<file path="config.mk">
export PLATFORM = sky130hd
export DESIGN_NAME = mem_access
export DESIGN_NICKNAME = d
export VERILOG_FILES = /design/src/rtl/common_param.sv /design/src/rtl/mem_lane_align.sv /design/src/rtl/mem_access.sv
export SDC_FILE = /design/constraint.sdc
export NUM_CORES = 1
export LEC_CHECK = 0
export BUFFER_PORTS_ARGS = -buffer_cell sky130_fd_sc_hd__buf_4
export CORE_UTILIZATION = 30
export DETAILED_ROUTE_END_ITERATION = 7
export PLACE_DENSITY_LB_ADDON = 0.1
export SYNTH_ARGS = -nofsm -noshare
export SYNTH_HDL_FRONTEND = slang
export SYNTH_HIERARCHICAL = 1
export SYNTH_SLANG_ARGS = --single-unit
</file>
<file path="constraint.sdc">
create_clock -name CLK -period 3.65 [get_ports CLK]
set_input_delay 0.73 -clock CLK [delete_from_list [all_inputs] [get_ports CLK]]
set_output_delay 0.73 -clock CLK [all_outputs]
set_load 0.01 [all_outputs]
</file>
<file path="src/rtl/common_param.sv">
// rtl/common_param.sv - shared opcodes, access sizes and FSM states for mem_access
package common_param;

  localparam logic [5:0] OP_LB  = 6'h20;
  localparam logic [5:0] OP_LH  = 6'h21;
  localparam logic [5:0] OP_LW  = 6'h23;
  localparam logic [5:0] OP_LBU = 6'h24;
  localparam logic [5:0] OP_LHU = 6'h25;
  localparam logic [5:0] OP_SB  = 6'h28;
  localparam logic [5:0] OP_SH  = 6'h29;
  localparam logic [5:0] OP_SW  = 6'h2B;

  typedef enum logic [1:0] {
    SZ_BYTE = 2'd0,
    SZ_HALF = 2'd1,
    SZ_WORD = 2'd2
  } mem_size_e;

  typedef enum logic {
    ST_IDLE = 1'b0,
    ST_BUSY = 1'b1
  } mem_state_e;

  typedef struct packed {
    logic      is_load;
    logic      is_store;
    mem_size_e size;
    logic      sext;
  } mem_op_t;

  // Classify an opcode; non-memory ops come back with both is_load and is_store clear.
  function automatic mem_op_t decode_op(input logic [5:0] op);
    mem_op_t d;
    d.is_load  = 1'b0;
    d.is_store = 1'b0;
    d.size     = SZ_WORD;
    d.sext     = 1'b0;
    case (op)
      OP_LB:  begin d.is_load  = 1'b1; d.size = SZ_BYTE; d.sext = 1'b1; end
      OP_LH:  begin d.is_load  = 1'b1; d.size = SZ_HALF; d.sext = 1'b1; end
      OP_LW:  begin d.is_load  = 1'b1; d.size = SZ_WORD; end
      OP_LBU: begin d.is_load  = 1'b1; d.size = SZ_BYTE; end
      OP_LHU: begin d.is_load  = 1'b1; d.size = SZ_HALF; end
      OP_SB:  begin d.is_store = 1'b1; d.size = SZ_BYTE; end
      OP_SH:  begin d.is_store = 1'b1; d.size = SZ_HALF; end
      OP_SW:  begin d.is_store = 1'b1; d.size = SZ_WORD; end
      default: ;
    endcase
    return d;
  endfunction

  // Halves need an even address, words a 4-byte aligned one; bytes are always fine.
  function automatic logic is_aligned(input mem_size_e size, input logic [1:0] lane);
    logic ok;
    case (size)
      SZ_HALF: ok = ~lane[0];
      SZ_WORD: ok = (lane == 2'b00);
      default: ok = 1'b1;
    endcase
    return ok;
  endfunction

endpackage

</file>
<file path="src/rtl/mem_lane_align.sv">
// rtl/mem_lane_align.sv - byte-lane steering for stores and lane extraction for loads
module mem_lane_align
  import common_param::*;
(
  input  logic [1:0]  size,
  input  logic [1:0]  lane,
  input  logic        sext,
  input  logic [31:0] st_data,
  input  logic [31:0] rd_data,
  output logic [3:0]  be,
  output logic [31:0] wdata,
  output logic [31:0] ld_data
);

  logic [31:0] shifted;

  // Little-endian: lane 0 is bits 7:0; loads shift the addressed lane down to bit 0.
  always_comb begin
    shifted = rd_data >> {lane, 3'b000};
    be      = 4'b1111;
    wdata   = st_data;
    ld_data = shifted;
    case (size)
      SZ_BYTE: begin
        be      = 4'b0001 << lane;
        wdata   = {4{st_data[7:0]}};
        ld_data = {{24{sext & shifted[7]}}, shifted[7:0]};
      end
      SZ_HALF: begin
        be      = 4'b0011 << lane;
        wdata   = {2{st_data[15:0]}};
        ld_data = {{16{sext & shifted[15]}}, shifted[15:0]};
      end
      default: ;
    endcase
  end

endmodule

</file>
<file path="src/rtl/mem_access.sv">
// rtl/mem_access.sv - memory-access pipeline stage with req/ack bus, alignment and timeout faults
module mem_access
  import common_param::*;
#(
  parameter int unsigned TIMEOUT = 16
) (
  input  logic        CLK,
  input  logic        RST,
  input  logic        Valid,
  input  logic [31:0] Ins,
  input  logic [31:0] Result,
  input  logic [31:0] Rdata2,
  output logic        Stall,
  output logic        MemReq,
  output logic        MemWe,
  output logic [31:0] MemAddr,
  output logic [3:0]  MemBe,
  output logic [31:0] MemWdata,
  input  logic        MemAck,
  input  logic [31:0] MemRdata,
  output logic        WbValid,
  output logic [4:0]  WbReg,
  output logic [31:0] Wdata,
  output logic        AddrErr,
  output logic        BusErr,
  output logic [31:0] BadAddr
);

  localparam logic [7:0] CNT_LAST = 8'(TIMEOUT - 1);

  mem_state_e  state_q, state_d;
  logic [7:0]  cnt_q, cnt_d;
  mem_size_e   size_q, size_d;
  logic        sext_q, sext_d;
  logic [1:0]  lane_q, lane_d;
  logic [4:0]  dest_q, dest_d;

  logic        mem_req_q, mem_req_d;
  logic        mem_we_q, mem_we_d;
  logic [31:0] mem_addr_q, mem_addr_d;
  logic [3:0]  mem_be_q, mem_be_d;
  logic [31:0] mem_wdata_q, mem_wdata_d;
  logic        wb_valid_q, wb_valid_d;
  logic [4:0]  wb_reg_q, wb_reg_d;
  logic [31:0] wdata_q, wdata_d;
  logic        addr_err_q, addr_err_d;
  logic        bus_err_q, bus_err_d;
  logic [31:0] bad_addr_q, bad_addr_d;
  logic        stall_c;

  mem_op_t     dec;
  logic        is_mem;
  logic        aligned;
  logic [1:0]  al_size;
  logic [1:0]  al_lane;
  logic        al_sext;
  logic [3:0]  al_be;
  logic [31:0] al_wdata;
  logic [31:0] al_ld;
  logic        unused_ins;

  assign dec        = decode_op(Ins[31:26]);
  assign is_mem     = dec.is_load | dec.is_store;
  assign aligned    = is_aligned(dec.size, Result[1:0]);
  assign unused_ins = ^{Ins[25:21], Ins[10:0]};

  // In IDLE the aligner steers the incoming store; in BUSY it extracts the pending load.
  assign al_size = (state_q == ST_BUSY) ? size_q : dec.size;
  assign al_lane = (state_q == ST_BUSY) ? lane_q : Result[1:0];
  assign al_sext = (state_q == ST_BUSY) ? sext_q : dec.sext;

  mem_lane_align u_align (
    .size    (al_size),
    .lane    (al_lane),
    .sext    (al_sext),
    .st_data (Rdata2),
    .rd_data (MemRdata),
    .be      (al_be),
    .wdata   (al_wdata),
    .ld_data (al_ld)
  );

  // Next-state and next-output computation; pulses default low, everything else holds.
  always_comb begin
    state_d     = state_q;
    cnt_d       = cnt_q;
    size_d      = size_q;
    sext_d      = sext_q;
    lane_d      = lane_q;
    dest_d      = dest_q;
    mem_req_d   = mem_req_q;
    mem_we_d    = mem_we_q;
    mem_addr_d  = mem_addr_q;
    mem_be_d    = mem_be_q;
    mem_wdata_d = mem_wdata_q;
    wb_valid_d  = 1'b0;
    wb_reg_d    = wb_reg_q;
    wdata_d     = wdata_q;
    addr_err_d  = 1'b0;
    bus_err_d   = 1'b0;
    bad_addr_d  = bad_addr_q;
    stall_c     = 1'b0;
    case (state_q)
      ST_IDLE: begin
        if (Valid) begin
          if (!is_mem) begin
            wb_valid_d = 1'b1;
            wb_reg_d   = Ins[15:11];
            wdata_d    = Result;
          end else if (!aligned) begin
            addr_err_d = 1'b1;
            bad_addr_d = Result;
          end else begin
            stall_c     = 1'b1;
            state_d     = ST_BUSY;
            cnt_d       = 8'd0;
            mem_req_d   = 1'b1;
            mem_we_d    = dec.is_store;
            mem_addr_d  = {Result[31:2], 2'b00};
            mem_be_d    = al_be;
            mem_wdata_d = al_wdata;
            size_d      = dec.size;
            sext_d      = dec.sext;
            lane_d      = Result[1:0];
            dest_d      = dec.is_store ? 5'd0 : Ins[20:16];
          end
        end
      end
      default: begin
        cnt_d = cnt_q + 8'd1;
        if (MemAck) begin
          state_d    = ST_IDLE;
          mem_req_d  = 1'b0;
          wb_valid_d = 1'b1;
          wb_reg_d   = dest_q;
          wdata_d    = mem_we_q ? 32'd0 : al_ld;
        end else if (cnt_q == CNT_LAST) begin
          state_d    = ST_IDLE;
          mem_req_d  = 1'b0;
          bus_err_d  = 1'b1;
          bad_addr_d = mem_addr_q;
        end else begin
          stall_c = 1'b1;
        end
      end
    endcase
  end

  // All state and registered outputs; synchronous reset returns everything to zero/IDLE.
  always_ff @(posedge CLK) begin
    if (RST) begin
      state_q     <= ST_IDLE;
      cnt_q       <= 8'd0;
      size_q      <= SZ_BYTE;
      sext_q      <= 1'b0;
      lane_q      <= 2'd0;
      dest_q      <= 5'd0;
      mem_req_q   <= 1'b0;
      mem_we_q    <= 1'b0;
      mem_addr_q  <= 32'd0;
      mem_be_q    <= 4'd0;
      mem_wdata_q <= 32'd0;
      wb_valid_q  <= 1'b0;
      wb_reg_q    <= 5'd0;
      wdata_q     <= 32'd0;
      addr_err_q  <= 1'b0;
      bus_err_q   <= 1'b0;
      bad_addr_q  <= 32'd0;
    end else begin
      state_q     <= state_d;
      cnt_q       <= cnt_d;
      size_q      <= size_d;
      sext_q      <= sext_d;
      lane_q      <= lane_d;
      dest_q      <= dest_d;
      mem_req_q   <= mem_req_d;
      mem_we_q    <= mem_we_d;
      mem_addr_q  <= mem_addr_d;
      mem_be_q    <= mem_be_d;
      mem_wdata_q <= mem_wdata_d;
      wb_valid_q  <= wb_valid_d;
      wb_reg_q    <= wb_reg_d;
      wdata_q     <= wdata_d;
      addr_err_q  <= addr_err_d;
      bus_err_q   <= bus_err_d;
      bad_addr_q  <= bad_addr_d;
    end
  end

  assign Stall    = stall_c;
  assign MemReq   = mem_req_q;
  assign MemWe    = mem_we_q;
  assign MemAddr  = mem_addr_q;
  assign MemBe    = mem_be_q;
  assign MemWdata = mem_wdata_q;
  assign WbValid  = wb_valid_q;
  assign WbReg    = wb_reg_q;
  assign Wdata    = wdata_q;
  assign AddrErr  = addr_err_q;
  assign BusErr   = bus_err_q;
  assign BadAddr  = bad_addr_q;

endmodule

</file>
==> summary by stage, run 1 <==
CTS
The number of buffers added for setup after CTS is 0. The clock reaches the later pin of the worst-skew pair after 430 ps. The largest buffer count on any clock path is 2. Hold repair after CTS inserted 0 buffers. The register clock-pin slew on the reported worst setup and hold paths is 70 ps. The number of gates resized after CTS was 0. Clock tree synthesis inserted a total of 17 buffers. The number of sinks on the clock net is 159. The CTS tree is yes. The root buffer cell chosen for the clock tree is sky130_fd_sc_hd__clkbuf_16. In this run the number of H-tree levels came out at 4.

Power and ir drop
The power per standard cell area is 398.7 mW/mm2. The worst voltage drop across the vdd grid is 0.0001869 V. Summed over all cells, the static leakage comes to 4.339 nW. The completed layout was analyzed and its total power is 4.349 mW.

Synth
The number of enable flip-flop cells after synthesis is 0. A synthesized cell averages 8.674 um2. The count of synthesis-stage warnings from yosys is 6. Synthesis produced a netlist whose cell count is 946.

After synthesis, the share of flip-flops with an asynchronous set or reset is 0%. The flop and latch count out of synthesis is 159. The synthesized netlist contains 57 unique library cells. The most used flip-flop cell after synthesis is sky130_fd_sc_hd__dfxtp_1. The cell area after synthesis is 0.008205 mm2.

After synthesis, flip-flops and latches occupy 38.79% of the total area.

Timing
For the final database, setup skew stands at 10.54 ps. Setup repair after global routing left no endpoint under its margin. For the pin with the worst max-slew slack, the measured transition is 897.8 ps. The final critical-path required period is 2953 ps. Setup violations remaining at the end of the flow were counted as 0. The count of pins over their slew limit is 0. The post-route clock period utilization is 80.90%. The minimum setup slack in the final design is 697.3 ps. For the final routed database, the setup TNS stands at 0 ps. The final number of hold-violating endpoints was 0. Static timing analysis puts the maximum clock frequency at 338.7 MHz. The normalized max-slew margin is 39.86%.

Hold path
The hold-critical path depth is 2. The kind of path behind the tightest hold check is flop to flop.

Critical path
The worst setup path is of the primary input to output port kind. The register-to-register path setup slack is 1010 ps. Tracing the worst setup path back leads to its startpoint at Valid. In this design, the largest share of critical-path delay is due to simple AND/OR/NAND/NOR gates. The depth of the most critical reg-to-reg path is 8. The end of the worst register-to-register path is Wdata[24]. Data arrives at the worst endpoint at 2220 ps. The library cell contributing the largest single delay on the critical path is sky130_fd_sc_hd__nor2b_4. The launching point of the worst reg2reg path is state_q.

The startpoint type of the worst setup path is a primary input. The number of buffers and inverters on the critical path is 2. The critical path endpoint is Stall. In this run the worst path has a maximum fanout of 22. STA puts the critical path data required time at 2920 ps.

The longest individual stage delay on the worst path is 570 ps. STA classifies the critical path endpoint as an output port. Traced cell by cell, the critical path runs through buf_4, nor2b_4, o211a_1, nand2_1, nand2_1, buf_4. Counting buffers and inverters, the worst setup path is 6 cells deep.

Routing
The count of routing violations after the opening detailed-route iteration is 453. The via density per instance is 5.331. The final layout contains routed wiring with a total length of 30.39 mm. The count of nets left with antenna violations once routing finished came out at 0.

The wire length per cell is 20.28 um. For this block, the via count after detailed routing is 7991. The first detailed-routing pass took 7 iterations.

The remaining design rule violation count is 0.

Die
The vertical die dimension is 167.4 um. The width of the die is 167.4 um. The number of rows in the core area is 60. The I/O pin count is 275.

In this run the standard cell core region covers 0.02688 mm2. The starting utilization of the core area is 30.53%. The die covers 0.02802 mm2.

GRT
The total track usage is 21.28%. After global routing the overflow that remains totals 0. The via count of the first global-routing pass was 7701. The initial antenna violation count is 0. Entering global routing, the biggest net connects 63 pins.

The first-pass GRT wire length is 46.21 mm.

Cells and area
After the last flow step, the layout net total stands at 1278. Excluding fillers, the count of instances in the completed layout stands at 1499. The fraction of final layout cells with drive strength greater than 1 is 32.21%. The commonest non-fill, non-tap cell in the layout is sky130_fd_sc_hd__buf_4. The final-layout fill cell count is 2777. The layout-stage area growth over the synthesis result is 32.94%. In the layout the commonest cells are 287 x sky130_fd_sc_hd__buf_4, 158 x sky130_fd_sc_hd__dfxtp_1, 97 x sky130_fd_sc_hd__o21ai_0, 95 x sky130_fd_sc_hd__a21oi_1, 76 x sky130_fd_sc_hd__nand2_1. The post-route core utilization is 40.59%. The count of antenna diodes in the layout is 0.

Placement
The congestion estimate from routability-driven global placement came to 0.8073. The number of placed instances, taps included is 1467. OpenSTA, run right after detailed placement, puts the worst setup slack at 588.9 ps. The count of buffers added on input and output ports is 256. The HPWL after detailed placement is 20.96 mm.

Run
The max-cap check violation count is 0.

Run status
The flow ran to the end, and the final reports show no timing, DRC or antenna violations.
==> cells by family after synthesis <==
family / after synthesis / share of synthesized area [%]
AO/OA/AOI/OAI: 350 / 28.29
AND/OR/NAND/NOR: 235 / 14.93
multiplexers: 85 / 10.86
XOR/XNOR: 1 / 0.1068
flip-flops: 159 / 38.79
other: 1 / 0.04570
buffers and inverters: 114 / 6.831
adder cells (fa/ha/maj): 1 / 0.1525
==> worst reg2reg max path, stage by stage (launching register included) <==
cell and delay [ps]:
sky130_fd_sc_hd__dfxtp_4 410, sky130_fd_sc_hd__buf_4 390, sky130_fd_sc_hd__nor3_1 190, sky130_fd_sc_hd__a22o_1 280, sky130_fd_sc_hd__and2_1 230, sky130_fd_sc_hd__a32oi_4 550, sky130_fd_sc_hd__o211ai_1 190, sky130_fd_sc_hd__a21oi_1 170
sky130_fd_sc_hd__a211oi_1 100
==> through the flow <==
stage / cell area, um2 / hold slack (ps)
after floorplan: 8209 / 442.3
after global placement: 10310 / 444.2
after detailed placement: 10310 / 447.8
after CTS: 10910 / 459.5
after global routing: 10910 / 476.0
final: 10910 / 455.7
==> registers in the layout, indices dropped and copies added (netlist names) <==
name      count
BadAddr      32
MemWdata     32
Wdata        32
MemAddr      30
cnt_q         8
WbReg         5
dest_q        5
MemBe         4
lane_q        2
size_q        2
AddrErr       1
BusErr        1
MemReq        1
MemWe         1
WbValid       1
sext_q        1
state_q       1
==> per-layer routing <==
metal	part of all wire [%]	global-route usage [%]
met4	1.0	4.707
met2	46	34.13
met1	45	28.17
met3	7.8	6.098
met5	0	0
==> synth_stat cells, types with 2 or more instances <==
cell type                    n  area share [%]
sky130_fd_sc_hd__o21bai_1    2            0.18
sky130_fd_sc_hd__o211ai_1   22             2.0
sky130_fd_sc_hd__and2_1     32             2.4
sky130_fd_sc_hd__nand3b_1    4            0.37
sky130_fd_sc_hd__buf_2      34             2.1
sky130_fd_sc_hd__inv_1       4            0.18
sky130_fd_sc_hd__o211ai_2    2            0.30
sky130_fd_sc_hd__and3_1      2            0.15
sky130_fd_sc_hd__dfxtp_1   159              39
sky130_fd_sc_hd__nor3_1      4            0.24
sky130_fd_sc_hd__a21o_1      2            0.18
sky130_fd_sc_hd__or2_2       7            0.53
sky130_fd_sc_hd__o21a_1      3            0.27
sky130_fd_sc_hd__nand2_1    76             3.5
sky130_fd_sc_hd__buf_1       4            0.18
sky130_fd_sc_hd__a221oi_1   38             4.1
sky130_fd_sc_hd__nand2b_1    4            0.30
sky130_fd_sc_hd__o21ai_0    98             6.0
sky130_fd_sc_hd__nor4_1      3            0.23
sky130_fd_sc_hd__buf_4      14             1.3
sky130_fd_sc_hd__a311oi_1    5            0.53
sky130_fd_sc_hd__a21oi_1    95             5.8
sky130_fd_sc_hd__clkbuf_1   52             2.4
sky130_fd_sc_hd__a22o_1     28             3.0
sky130_fd_sc_hd__nand3_1    50             3.0
sky130_fd_sc_hd__nor3b_1     2            0.18
sky130_fd_sc_hd__a31o_2      3            0.32
sky130_fd_sc_hd__a211oi_1   37             3.4
sky130_fd_sc_hd__o21ai_2     2            0.21
sky130_fd_sc_hd__mux2_2     24             3.3
sky130_fd_sc_hd__nor2b_1    37             2.8
sky130_fd_sc_hd__mux2i_1    59             7.2
sky130_fd_sc_hd__buf_6       5            0.69
sky130_fd_sc_hd__mux2_4      2            0.37
sky130_fd_sc_hd__nor2_1      9            0.41
==> cell type report <==
cell class	count	area, um2	share of cell area, %
multi-input combinational	674	4501	41.26
sequential	159	3187	29.22
timing repair buffer	288	2175	19.94
tap	341	426.7	3.911
clock buffer	17	425.4	3.900
clock inverter	15	175.2	1.606
inverter	5	18.77	0.1721
==> report_power, final <==
group | internal [mW] | switching, mW
Combinational | 0.293 | 0.375
Sequential | 1.79 | 0.0290
Clock | 1.04 | 0.831
Total | 3.11 | 1.24
==> how the worst min path moves through the flow <==
stage,start,to
2_1_floorplan,sext_q,sext_q
6_report,BadAddr[14],BadAddr[14]
3_3_place_gp,BadAddr[18],BadAddr[18]
5_1_grt,BadAddr[25],BadAddr[25]
4_1_cts,BadAddr[18],BadAddr[18]
3_5_place_dp,BadAddr[22],BadAddr[22]
Note: power is estimated with default switching activity, not from simulation.
==> run 2, diff against run 1 <==
clock period = 2.9 ns   (was 3.65 ns; I/O delays follow)
==> summary by stage, run 2 (synthesized netlist as in run 1, its figures left out) <==
Cells and area
The library cell used most frequently in the layout, excluding fill and tap cells, is sky130_fd_sc_hd__buf_4. The fraction of final layout cells with drive strength greater than 1 is 32.73% (+0.52 points). The register area is 0.003187 mm2 (unchanged). The final-layout fill cell count is 2805 (+1.0%).

Relative to the synthesized area, the layout overhead comes to 33.97%. The total non-filler cell area in the finished layout is 0.01099 mm2 (+0.78%). The number of standard cells in the final layout excluding fillers is 1508 (+0.60%). The count of antenna diodes in the layout came to 0 (unchanged). The number of nets in the layout was 1287 (+0.70%).

The multi-input combinational cell area is 0.004501 mm2 (unchanged). The post-route core utilization is 40.90% (+0.32 points). The library cells used most frequently in the layout, excluding fill and tap cells, are 296 x sky130_fd_sc_hd__buf_4, 158 x sky130_fd_sc_hd__dfxtp_1, 97 x sky130_fd_sc_hd__o21ai_0, 95 x sky130_fd_sc_hd__a21oi_1, 76 x sky130_fd_sc_hd__nand2_1.

Routing
The remaining design rule violation count was 0 (unchanged). The via density per instance is 5.281 (-0.93%). The first-pass detailed-route iteration total is 4 (-3). The wire length per cell is 20.10 um (-0.85%). The count of routing violations after the opening detailed-route iteration is 407 (-10%). The number of nets with antenna violations after detailed routing is 0 (unchanged). The total routed wirelength is 30.32 mm (-0.26%). The number of vias in the routed layout is 7964 (-0.34%).

Placement
The pre-CTS setup slack is 121.1 ps (-467.7 ps). The placer's final routability congestion estimate came to 0.7939 (-1.7%). The number of placed instances, taps included is 1476 (+0.61%).

The HPWL after detailed placement is 21.26 mm (+1.4%). The post-place instance area was 0.01038 mm2 (+0.66%). The number of buffer cells added on primary ports is 256 (unchanged).

GRT
The via count of the first global-routing pass came to 7737 (+0.47%). The remaining global-route overflow is 0 (unchanged). The total track usage is 21.26% (about the same). The first-pass GRT wire length was 46.14 mm (-0.15%). The initial antenna violation count was 0 (unchanged). The largest net degree at the start of global routing is 52 (-17%).

CTS
In this run the clock root is driven by a sky130_fd_sc_hd__clkbuf_16. The number of buffers added for setup after CTS came to 0 (unchanged). TritonCTS built the clock tree. The number of hold buffers added after cts is 0 (unchanged). The number of sinks on the clock net came to 159 (unchanged). The insertion delay of the later-clocked pin in the worst-skew pair is 440 ps (about the same).

The total clock buffers created by CTS is 17 (unchanged). The register clock-pin slew on the reported worst setup and hold paths is 70 ps (about the same). The largest buffer count on any clock path was 2 (unchanged).

The number of H-tree levels is 4 (unchanged). The total of cells resized after clock tree synthesis is 0 (unchanged).

Power and ir drop
The power per standard cell area came to 502.3 mW/mm2 (+26%). The worst voltage drop across the vdd grid is 0.0002648 V (+42%). The total design power is 5.521 mW (+27%).

The leakage component of the power is 4.375 nW (+0.84%).

Timing
The normalized max-slew margin is 44.42% (+4.6 points). Of the available clock period, the critical path in the final layout requires 84.31%. The minimum setup slack in the final design is 455.0 ps (-242.3 ps). The count of pins over their slew limit is 0 (unchanged). The setup-violating endpoint count in the final report is 0 (unchanged). The worst-case clock skew came to 14.93 ps (+4.388 ps). The final critical-path required period is 2445 ps. The highest clock rate is 409.0 MHz. The sum of negative setup slack is 0 ps (unchanged). The minimum hold slack was 403.9 ps (-51.79 ps).

Setup repair after global routing left no endpoint under its margin. The transition time at the pin with the least slew margin came to 833.7 ps (-64.13 ps). The final number of hold-violating endpoints is 0 (unchanged).

Run status
The run finished with clean final reports.

Critical path
The largest fanout on the critical path came to 11 (-50%). On the critical path, the stage with the largest delay is an instance of sky130_fd_sc_hd__a221oi_4. The gate family responsible for the most delay along the worst path is compound AO/OA/AOI/OAI gates.

The data required time at the worst endpoint came to 3180 ps (+260 ps). The critical path goes through nor2b_1, a21o_1, mux2_4, a221oi_4, a21oi_1, a21oi_1, a211oi_1. The longest individual stage delay on the worst path was 480 ps (-90 ps).

The worst setup path is launched from a flop. The worst setup path is captured at a flop. The critical path start-end classification is flop to flop. The count of buffer and inverter cells on the critical path is 0 (-2). The data arrival time of the critical path came to 2720 ps (+500 ps).

Among the stages of the critical path, the cell type that occurs most often is sky130_fd_sc_hd__a21oi_1.

Die
The number of rows in the core area came to 60 (unchanged). The die area was 0.02802 mm2 (unchanged). The I/O pin count is 275 (unchanged).

The core area is 0.02688 mm2 (unchanged). The vertical die dimension is 167.4 um (unchanged). The width of the die was 167.4 um (unchanged).

The starting utilization of the core area is 30.53% (unchanged).

Run
The max-cap check violation count is 0 (unchanged).

Hold path
The kind of path behind the tightest hold check is primary input to flop.
-- run 2: worst reg2reg max path, cell delays in order (launching register included) --
cell	delay, ps
sky130_fd_sc_hd__dfxtp_4	380
sky130_fd_sc_hd__nor2b_1	230
sky130_fd_sc_hd__a21o_1	420
sky130_fd_sc_hd__mux2_4	390
sky130_fd_sc_hd__a221oi_4	480
sky130_fd_sc_hd__a21oi_1	150
sky130_fd_sc_hd__a21oi_1	160
sky130_fd_sc_hd__a211oi_1	80
-- run 2: where the power goes --
| group | switching (mW) | leakage [nW] | total [mW] | internal [mW] |
|---|---|---|---|---|
| Clock | 1.08 | 0.293 | 2.40 | 1.32 |
| Combinational | 0.468 | 2.79 | 0.842 | 0.374 |
| Sequential | 0.0363 | 1.29 | 2.28 | 2.25 |
-- run 2: routing by layer --
| layer | GRT usage (%) | vias up | wire (um) |
|---|---|---|---|
| met1 | 27.62 | 3770 | 13600 |
| li1 | - | 3893 | - |
| met2 | 33.93 | 279 | 13950 |
| met4 | 5.943 | 0 | 462 |
| met3 | 6.405 | 22 | 2305 |
| met5 | 0 | - | 0 |
-- run 2: path summary, 6_finish.rpt --
check             cells after the start  slack (ps)        start          end
hold / removal                        3         400      Ins[20]    dest_q[4]
setup reg to reg                      7         460      state_q    Wdata[13]
setup / recovery                      7         460      state_q    Wdata[13]
hold reg to reg                       2         460  BadAddr[13]  BadAddr[13]
-- run 2: cell type report --
cell class	instances	area share [%]
tap	341	3.881
sequential	159	28.99
clock inverter	15	1.753
inverter	5	0.1707
clock buffer	17	3.870
timing repair buffer	297	20.40
multi-input combinational	674	40.94
==> run 3, diff against run 2 <==
clock period = 2.3 ns   (was 2.9 ns; I/O delays follow)
==> summary by stage, run 3 (synthesized netlist as in run 1, its figures left out) <==
Run status
The run finished with clean final reports.

Cells and area
The number of nets in the layout was 1318 (+2.4%). Leaving out fill and tap cells, the most frequent cell in the layout is sky130_fd_sc_hd__buf_4. The count of antenna diodes in the layout is 0 (unchanged). The fraction of final layout cells with drive strength greater than 1 is 35.06% (+2.3 points).

The area growth from synthesis to layout is 39.13%. The register area was 0.003187 mm2 (unchanged). The post-route core utilization is 42.48% (+1.6 points).

The multi-input combinational cell area is 0.004537 mm2 (+0.81%). The final-layout fill cell count is 2783 (-0.78%). In the layout the commonest cells are 312 x sky130_fd_sc_hd__buf_4, 158 x sky130_fd_sc_hd__dfxtp_1, 97 x sky130_fd_sc_hd__o21ai_0, 95 x sky130_fd_sc_hd__a21oi_1, 75 x sky130_fd_sc_hd__nand2_1.

Timing
The highest clock rate is 457.5 MHz. The setup-violating endpoint count in the final report is 0 (unchanged). The transition time at the pin with the least slew margin is 506.2 ps (-327.5 ps). The normalized max-slew margin is 66.25% (+22 points).

The smallest clock period supported by the final layout is computed as 2186 ps. The worst-case clock skew is 17.41 ps (+2.483 ps). The count of pins over their slew limit came to 0 (unchanged).

The minimum setup slack in the final design came to 114.2 ps (-340.8 ps). The final number of hold-violating endpoints came to 0 (unchanged). After layout, the worst path uses 95.04% of the clock period. Setup repair after global routing left no endpoint under its margin. The sum of negative setup slack was 0 ps (unchanged).

Critical path
The largest fanout on the critical path is 19 (+8). The data required time at the worst endpoint was 1840 ps (-1340 ps). The worst setup path is launched from a flop.

The data arrival time of the critical path was 1730 ps (-990 ps). The kind of capture point of the worst setup path is an output port. The critical path is of the flop to output port type.

Die
The I/O pin count was 275 (unchanged). The number of rows in the core area is 60 (unchanged). The vertical die dimension is 167.4 um (unchanged).

The starting utilization of the core area is 30.53% (unchanged). The die area is 0.02802 mm2 (unchanged). The width of the die came to 167.4 um (unchanged).

The core area was 0.02688 mm2 (unchanged).

CTS
The CTS tree is yes. The master cell of the clock root buffer is sky130_fd_sc_hd__clkbuf_16. The number of sinks on the clock net came to 159 (unchanged). The number of hold buffers added after cts came to 0 (unchanged). The register clock-pin slew on the reported worst setup and hold paths is 70 ps (about the same). The total clock buffers created by CTS is 17 (unchanged).

The number of H-tree levels was 4 (unchanged). The insertion delay of the later-clocked pin in the worst-skew pair is 440 ps (about the same). The largest buffer count on any clock path is 2 (unchanged).

GRT
The via count of the first global-routing pass is 7970 (+3.0%). The remaining global-route overflow is 0 (unchanged). The largest net degree at the start of global routing came to 54 (+3.8%). The total track usage is 21.71% (+0.46 points). The first-pass GRT wire length was 47.28 mm (+2.5%). The initial antenna violation count came to 0 (unchanged).

Routing
The wire length per cell is 20.17 um (+0.31%). The remaining design rule violation count is 0 (unchanged). The first-pass detailed-route iteration total is 4 (unchanged).

The number of nets with antenna violations after detailed routing came to 0 (unchanged). The via density per instance was 5.292 (+0.21%). The total routed wirelength is 31.04 mm (+2.4%). The number of vias in the routed layout came to 8145 (+2.3%). The count of routing violations after the opening detailed-route iteration came to 391 (-3.9%).

Hold path
The kind of path behind the tightest hold check is primary input to flop.

Placement
The pre-CTS setup slack came to -250.8 ps (-371.9 ps). The placer's final routability congestion estimate is 0.7924 (-0.19%). The number of buffer cells added on primary ports was 256 (unchanged).

The HPWL after detailed placement is 21.78 mm (+2.4%).

Run
The max-cap check violation count was 0 (unchanged).

Power and ir drop
The worst voltage drop across the vdd grid is 0.0003584 V (+35%). The power per standard cell area was 615.2 mW/mm2 (+22%). The leakage component of the power is 4.589 nW (+4.9%).
[run 3: layout make-up]
| type | count | share of cell area, % |
|---|---|---|
| clock buffers | 17 | 3.726 |
| inverters | 5 | 0.1644 |
| multi-input cells | 674 | 39.74 |
| well taps | 341 | 3.737 |
| flip-flops and latches | 159 | 27.92 |
| repair buffers | 328 | 23.17 |
| clock inverters | 15 | 1.545 |
[run 3: worst max-delay path: stages, from the launching register on]
cell,delay (ps)
sky130_fd_sc_hd__dfxtp_4,370
sky130_fd_sc_hd__buf_6,150
sky130_fd_sc_hd__buf_12,160
sky130_fd_sc_hd__nor2b_4,120
sky130_fd_sc_hd__o211a_1,180
sky130_fd_sc_hd__nand2_1,100
sky130_fd_sc_hd__nand2_2,90
sky130_fd_sc_hd__buf_4,120
[run 3: through the flow]
| stage | hold WS, ps | power [mW] | instances | area (um2) |
|---|---|---|---|---|
| detailed placement | 447.1 | 4.086 | 1503 | 10700 |
| floorplan | 442.3 | 3.515 | 947 | 8247 |
| global placement | 443.7 | 4.086 | 1503 | 10700 |
| finish | 267.8 | 7.023 | 1539 | 11420 |
| global route | 275.6 | 7.304 | 1539 | 11420 |
| CTS | 253.8 | 7.100 | 1535 | 11320 |
[run 3: metal layers]
layer  global-route usage, %  wire length, um  vias up
met1                   27.92            13690     3890
met4                   5.943              476        0
li1                        -                -     3952
met2                   35.42            14610      273
met3                   6.121             2261       30
met5                       0                0        -
[run 3: what timing repair did]
item	CTS	global route
setup buffers	0	3
cloned	0	1
pin swaps	0	2
resized for setup	4	10
setup endpoints to repair	1	33
[run 3: power by group]
| group | total, mW | leakage (nW) | internal [mW] | switching, mW |
|---|---|---|---|---|
| logic | 1.15 | 3.00 | 0.534 | 0.614 |
| clock network | 3.00 | 0.295 | 1.64 | 1.35 |
| registers | 2.88 | 1.29 | 2.83 | 0.0471 |
| total | 7.02 | 4.59 | 5.01 | 2.02 |
[run 3: path summary, 6_finish.rpt]
path,start,cells past startpoint,slack (ps),to
min,Ins[17],3,270,dest_q[1]
max reg2reg,state_q,6,180,BadAddr[5]
min reg2reg,BadAddr[26],2,460,BadAddr[26]
max,state_q,7,110,Stall
